**src/rtl/aes_key_expand.sv**
```systemverilog
// Iterative AES key-expansion engine: one 32-bit schedule word per clock,
// full round-key schedule held in registers until the next start or reset.
`timescale 1ns/1ps
module aes_key_expand #(
  parameter int Nk = 4,
  parameter int Nr = Nk + 6
) (
  input  logic         clk,
  input  logic         rst,
  input  logic         start,
  input  logic [255:0] key,
  output logic [127:0] k_sch [0:Nr],
  output logic         busy,
  output logic         ready
);

  localparam int NW = 4 * (Nr + 1);
  localparam int IW = $clog2(NW);

  if (!(Nk == 4 || Nk == 6 || Nk == 8)) begin : g_bad_nk
    $error("aes_key_expand: Nk must be 4, 6 or 8");
  end

  // Forward S-box, entry 0 in the most significant byte.
  localparam logic [0:255][7:0] SBOX = {
    128'h637c777bf26b6fc53001672bfed7ab76, 128'hca82c97dfa5947f0add4a2af9ca472c0,
    128'hb7fd9326363ff7cc34a5e5f171d83115, 128'h04c723c31896059a071280e2eb27b275,
    128'h09832c1a1b6e5aa0523bd6b329e32f84, 128'h53d100ed20fcb15b6acbbe394a4c58cf,
    128'hd0efaafb434d338545f9027f503c9fa8, 128'h51a3408f929d38f5bcb6da2110fff3d2,
    128'hcd0c13ec5f974417c4a77e3d645d1973, 128'h60814fdc222a908846eeb814de5e0bdb,
    128'he0323a0a4906245cc2d3ac629195e479, 128'he7c8376d8dd54ea96c56f4ea657aae08,
    128'hba78252e1ca6b4c6e8dd741f4bbd8b8a, 128'h703eb5664803f60e613557b986c11d9e,
    128'he1f8981169d98e949b1e87e9ce5528df, 128'h8ca1890dbfe6426841992d0fb054bb16
  };

  function automatic logic [31:0] sub_word(input logic [31:0] x);
    return {SBOX[x[31:24]], SBOX[x[23:16]], SBOX[x[15:8]], SBOX[x[7:0]]};
  endfunction

  function automatic logic [7:0] xtime(input logic [7:0] b);
    return {b[6:0], 1'b0} ^ (b[7] ? 8'h1b : 8'h00);
  endfunction

  typedef enum logic {IDLE, EXPAND} state_t;

  state_t        state;
  logic [31:0]   w [0:NW-1];
  logic [IW-1:0] i;
  logic [2:0]    i_mod;   // tracks i mod Nk without a divider
  logic [7:0]    rcon;
  logic [31:0]   prev, temp, nxt;

  always_comb begin
    prev = w[i - IW'(1)];
    temp = prev;
    if (i_mod == 3'd0)
      temp = sub_word({prev[23:0], prev[31:24]}) ^ {rcon, 24'h0};
    else if (Nk == 8 && i_mod == 3'd4)
      temp = sub_word(prev);
    nxt = w[i - IW'(Nk)] ^ temp;
  end

  always_ff @(posedge clk) begin
    if (rst) begin
      state <= IDLE;
      busy  <= 1'b0;
      ready <= 1'b0;
      i     <= '0;
      i_mod <= '0;
      rcon  <= 8'h01;
      for (int j = 0; j < NW; j++) w[j] <= '0;
    end else if (start) begin
      // Restart is allowed from any state; the key is captured only here.
      for (int j = 0; j < Nk; j++) w[j] <= key[255 - 32*j -: 32];
      i     <= IW'(Nk);
      i_mod <= '0;
      rcon  <= 8'h01;
      ready <= 1'b0;
      busy  <= 1'b1;
      state <= EXPAND;
    end else if (state == EXPAND) begin
      w[i]  <= nxt;
      if (i_mod == 3'd0) rcon <= xtime(rcon);
      i_mod <= (i_mod == 3'(Nk - 1)) ? 3'd0 : i_mod + 3'd1;
      if (i == IW'(NW - 1)) begin
        busy  <= 1'b0;
        ready <= 1'b1;
        state <= IDLE;
      end else begin
        i <= i + IW'(1);
      end
    end
  end

  for (genvar r = 0; r <= Nr; r++) begin : g_ksch
    assign k_sch[r] = {w[4*r], w[4*r+1], w[4*r+2], w[4*r+3]};
  end

  // Key bits beyond 32*Nk are intentionally ignored.
  logic unused_key;
  assign unused_key = ^key;

endmodule

```
**config.mk**
```make
export PLATFORM = sky130hd
export DESIGN_NAME = aes_key_expand
export DESIGN_NICKNAME = d
export VERILOG_FILES = /design/src/rtl/aes_key_expand.sv
export SDC_FILE = /design/constraint.sdc
export NUM_CORES = 2
export LEC_CHECK = 0
export CORE_AREA = 2 2 653 655
export DETAILED_ROUTE_END_ITERATION = 8
export DIE_AREA = 0 0 655 657
export HOLD_SLACK_MARGIN = 0.08
export PLACE_DENSITY = 0.5
export SETUP_SLACK_MARGIN = 0.02
export SYNTH_ARGS = -nofsm -noshare
export SYNTH_HDL_FRONTEND = slang
export SYNTH_SLANG_ARGS = --single-unit
```
**constraint.sdc**
```tcl
create_clock -name clk -period 8.9 [get_ports clk]
set_input_delay 1.78 -clock clk [delete_from_list [all_inputs] [get_ports clk]]
set_output_delay 1.78 -clock clk [all_outputs]
set_load 0.01 [all_outputs]
```
# Word level (Yosys, flattened, before mapping)
# Memory sizes are Yosys's and may differ from the RTL's.
# Index checks and enable logic that the tools add are counted.
# totals
output_inout_bits	1410
regBits	20
input_bits	259
romBits	8192
ram_bits	1408
memories	5
elab_cells	81
# op_classes
reduce_logical	10
addsub	4
bitwise_logic	12
eq_ne	3
mux	36
n_lt_le_gt_ge	4
# mem_list
memory	depth	word_bits	read_ports	rd_clocked_by_memory_dff	wr	line	text
(name not given)	256	8	1	0	0	37	return {SBOX[x[31:24]], SBOX[x[23:16]], SBOX[x[15:8]], SBOX[x[7:0]]};
(name not given)	256	8	1	0	0	37	
(name not given)	256	8	1	0	0	37	
(name not given)	256	8	1	0	0	37	
w	44	32	46	0	44	47	logic [31:0] w [0:NW-1];
# ops
cell	count
32-bit two-way mux	6
8-bit two-way mux	8
32-bit XOR	2
9-bit >= comparator, second input constant	4
8-bit inverter with 9-bit output	4
32-bit OR reduction	1
1-bit two-way mux	16
3-bit two-way mux	4
2-bit AND reduction	5
8-bit by 5-bit XOR with 8-bit output	1
6-bit by 1-bit adder with 6-bit output, second input constant	1
6-bit equality test, second input constant	1
6-bit two-way mux	1
6-bit by 1-bit subtractor with 6-bit output, second input constant	1
6-bit by 3-bit subtractor with 6-bit output, second input constant	1
5-bit two-way mux	1
1-bit OR	4
2-bit nonzero test	2
3-bit by 1-bit adder with 3-bit output, second input constant	1
3-bit by 2-bit equality test with 1-bit output, second input constant	1
3-bit zero test	1
2-bit != test, second input constant	1
2-bit OR reduction	1
1-bit inverter	1

# Logic depth before layout (Yosys ltp)
# An unclocked memory read counts as a cell.
# logic_depth
depth_word	10
depth_mapped	35
depth_no_buf	20

# Worst setup path after synthesis
# Ideal clock, no wire load.
# synth_path
path_type	flip-flop to flip-flop
start	register i[0]
end	memory w[44][13], data pin
synth_period_minus_slack_ns	6.940
path_slack_ns	1.960
path_buffers	13
arrival_ns	6.663
path_stages_with_launch	31
path_cell_list	dfxtp_1 > buf_4 > buf_6 > buf_6 > buf_6 > inv_2 > buf_1 > clkbuf_1 > buf_1 > ha_1 > buf_2 > buf_2 > buf_1 > mux4_2 > nand2_1 > a31oi_1 > mux4_2 > clkbuf_1 > inv_1 > ha_1 > clkbuf_1 > nor2_1 > nand2_1 > a21oi_1 > o311ai_1 > a31oi_1 > or4_1 > o32ai_2 > xor2_2 > buf_2 > inv_2
# synth_lines
item	line	text
from (decl)	48	logic [IW-1:0] i;
from (signal assigned)	75	i <= IW'(Nk);
from (signal assigned)	90	i <= i + IW'(1);
to (decl)	47	

==> impl_metrics.ini <==
[timing]
finalHoldViolCount = 0
final_min_period_over_clock_period_pct = 95.3
skew_ns = 0.0797
worst_slew_pin_slew_ns = 1.42
setup_tns_ns = 0
period_minus_slack_ns = 8.48
timing.hold.ws_ns = 0.467
slew_viol_final = 0
clock.fmax_mhz = 118
setup_violations = 0
slew_headroom_pct = 5.57
grt_setup_unrepaired = false

[yosys]
yosys.area.top_type_share_pct = 52.8
synth-seq-cells = 2068
synth_top_flop_cell = edfxtp_1
async_reset_ff_share_pct = 0
synth_edf_count = 2048
synth_area_sq_um = 117000
synth_area_leaders = edfxtp_1 (53%), mux4_2 (10%), nor2_1 (6.0%), o22ai_1 (3.3%), nand2_1 (2.7%)
syn_nets = 10600
syn_area_per_cell_sq_um = 11.4
yosys_warnings = 0
seq_area_frac_synth_pct = 53.1
yosys.area.top_type = edfxtp_1
syn_inst = 10300
synth_cell_type_count = 115

[setup_path]
path_common_cell = buf_4
critical_path_arrival_ns = 9.15
crit_buf_inv = 9
worstSetupPathType = reg -> reg
worstPathRequired_ns = 9.57
cp-end-kind = flip-flop
worstSetupStartpointType = flip-flop
cp_slowest_stage_delay_ns = 0.80
slowest_stage = mux2i_1
path_delay_family = buffers and inverters
cp_max_fo = 24

[power_and_ir_drop]
p_comb_share_pct = 42.0
ir_drop_mv = 0.250
netSwitchingFraction_pct = 42.7
switching_power_uw = 16400
power_density_nw_per_um2 = 256
p_int_uw = 22000
power.leakage_uw = 0.0516
p_seq_share_pct = 31.9
finalPower_uw = 38500
p_clk_share_pct = 26.2

[placement]
place_inst = 17200
dp_hpwl_microns = 607000
portBuffers = 1540
routabilityCongestion = 1.02

[clocking]
numCtsBuffers = 229
cts_tree = yes
cts.sinks = 2068
postCtsSetupBuffers = 0
worstSkewPairLatency_ns = 0.96
cts_resized = 0
cts_hold_buf = 0
root_buffer = clkbuf_16
clock_path_buffers = 4
path_clk_slew_ns = 0.07
htreeDepth = 4

[global_route]
grt_max_degree = 129
antenna_found_initial = 85
grt_pass1_vias = 103000
grtUsageTotal_pct = 37.3
grt.overflow.total = 0
grt_pass1_wl_microns = 1070000

[drt]
postRouteAntennaNets = 0
routed_via_density = 6.43
drtPass1Iterations = 9
drtIter0Drc = 21400
wl_per_cell_microns = 47.2
drc = 0
routed_wl_microns = 834000
num_vias = 114000

[die]
die_x_microns = 655
core_area_sq_um = 423000
fp-row-count = 239
dieArea_sq_um = 430000
die_h_microns = 657
start_util_pct = 27.6
io_pins = 1669

[final_layout]
fillers = 42200
layout.nets = 12100
layout.cells.non_filler = 17700
area_growth_syn_to_layout_pct = 29.0
drive_above_1_share_pct = 17.6

[worst_hold_path]
hp-class = reg -> reg

[status]
outcome = finished, final reports clean

[flow_run]
drv_cap = 0
[worst register-to-register path: stages, from the launching register on]
cell,delay [ns]
dfxtp_4,0.62
inv_2,0.13
ha_4,0.65
buf_4,0.52
mux4_2,0.38
mux2i_1,0.80
mux2i_1,0.31
a22oi_1,0.28
nand2_2,0.32
inv_2,0.22
ha_1,0.54
inv_1,0.34
a21oi_1,0.26
a21oi_1,0.07
a221oi_1,0.27
buf_4,0.20
o2111ai_1,0.11
a32oi_1,0.56
buf_4,0.27
xor2_1,0.33
mux2i_1,0.13
buf_4,0.20
xor2_4,0.15
buf_12,0.21
buf_4,0.25
nor2_1,0.07
[power by group through the flow]
stage	Sequential (uW)	Combinational (uW)	Clock, uW
floorplan	12300	6720	0
global placement	12400	15500	0
detailed placement	12400	15400	0
CTS	12200	15400	10100
global route	12300	16200	10400
finish	12300	16100	10100
[cell usage after synthesis, drive strengths merged (15+ instances only)]
| cell | instances |
|---|---|
| a22oi | 23 |
| a311o | 15 |
| xnor2 | 40 |
| or3 | 20 |
| mux2 | 184 |
| edfxtp | 2048 |
| buf | 504 |
| mux2i | 295 |
| a211o | 33 |
| dfxtp | 20 |
| o221ai | 72 |
| o21a | 22 |
| a311oi | 39 |
| ha | 64 |
| o211ai | 108 |
| o21ai | 527 |
| a32oi | 24 |
| a2111oi | 45 |
| a21oi | 429 |
| nor4 | 85 |
| a221o | 35 |
| a211oi | 94 |
| and3 | 45 |
| and2 | 30 |
| a221oi | 50 |
| nand2 | 855 |
| clkbuf | 514 |
| o311ai | 55 |
| nand3 | 191 |
| o22ai | 624 |
| inv | 89 |
| a31oi | 81 |
| o31ai | 46 |
| nor3 | 200 |
| nand4 | 19 |
| nor2 | 1863 |
| mux4 | 536 |
| o2111ai | 36 |
| nand2b | 65 |
| xor2 | 29 |
| o32ai | 28 |
[metal layers]
metal	GRT usage (%)	up-vias	routed length [microns]
met5	0	-	273
met1	45.7	58200	295000
met3	13.9	2180	117000
met4	24.1	40	69600
li1	-	42700	-
met2	54.7	10500	352000
[logic make-up after synthesis]
logic type	synth area share (%)
and+or+nand+nor	12.3
AOI/OAI and AO/OA	14.1
DFF	53.1
buffers and inverters	4.41
muxes	14.7
xor gates and xnor gates	0.657
adders and majority gates	0.687
[path summary, 6_finish.rpt]
| path | from | slack [ns] | cells after the start | endpoint |
|---|---|---|---|---|
| hold reg to reg | rcon[1] | 0.47 | 2 | rcon[2] |
| hold / removal | rcon[1] | 0.47 | 2 | rcon[2] |
| setup / recovery | i[1] | 0.42 | 25 | w[36][30] |
| setup reg to reg | i[1] | 0.42 | 25 | w[36][30] |
[cells in the final DEF, fill, tap and decap left out, drive strengths merged, types with 64 or more instances in the layout]
cell / n
nand2: 855
mux2i: 295
clkdlybuf4s50: 1539
clkbuf: 275
buf: 760
a31oi: 81
mux4: 536
nor4: 85
a21oi: 429
clkinv: 105
o22ai: 624
nand2b: 65
inv: 96
o21ai: 527
mux2: 184
nor2: 1863
o221ai: 72
nor3: 200
o211ai: 108
nand3: 191
a211oi: 94
edfxtp: 2048
ha: 64
[registers in the layout (all words and copies together), names as in the netlist]
name / flops
w: 2048
rcon: 8
i: 6
i_mod: 3
busy: 1
ready: 1
state: 1
[stage by stage]
step           util [%]  instance area (sq um)  worst slack, ns
3_5_place_dp       33.7                 143000            0.946
5_1_grt            35.5                 150000            0.595
3_3_place_gp       33.7                 143000            0.901
2_1_floorplan         -                 117000             1.96
6_report           35.6                 150000            0.417
4_1_cts            35.5                 150000            0.922
[cell type report]
class                   count  area (sq um)  area share, %
clock buffers             275          5920           3.94
flip-flops and latches   2068         61900           41.2
well taps                5663          7090           4.71
clock inverters           149          1670           1.11
inverters                  92           358          0.238
repair buffers           2299         22500           14.9
multi-input cells        7090         50900           33.8
diodes                     28          70.1         0.0466
No activity file was read; power rests on OpenSTA's default activity.
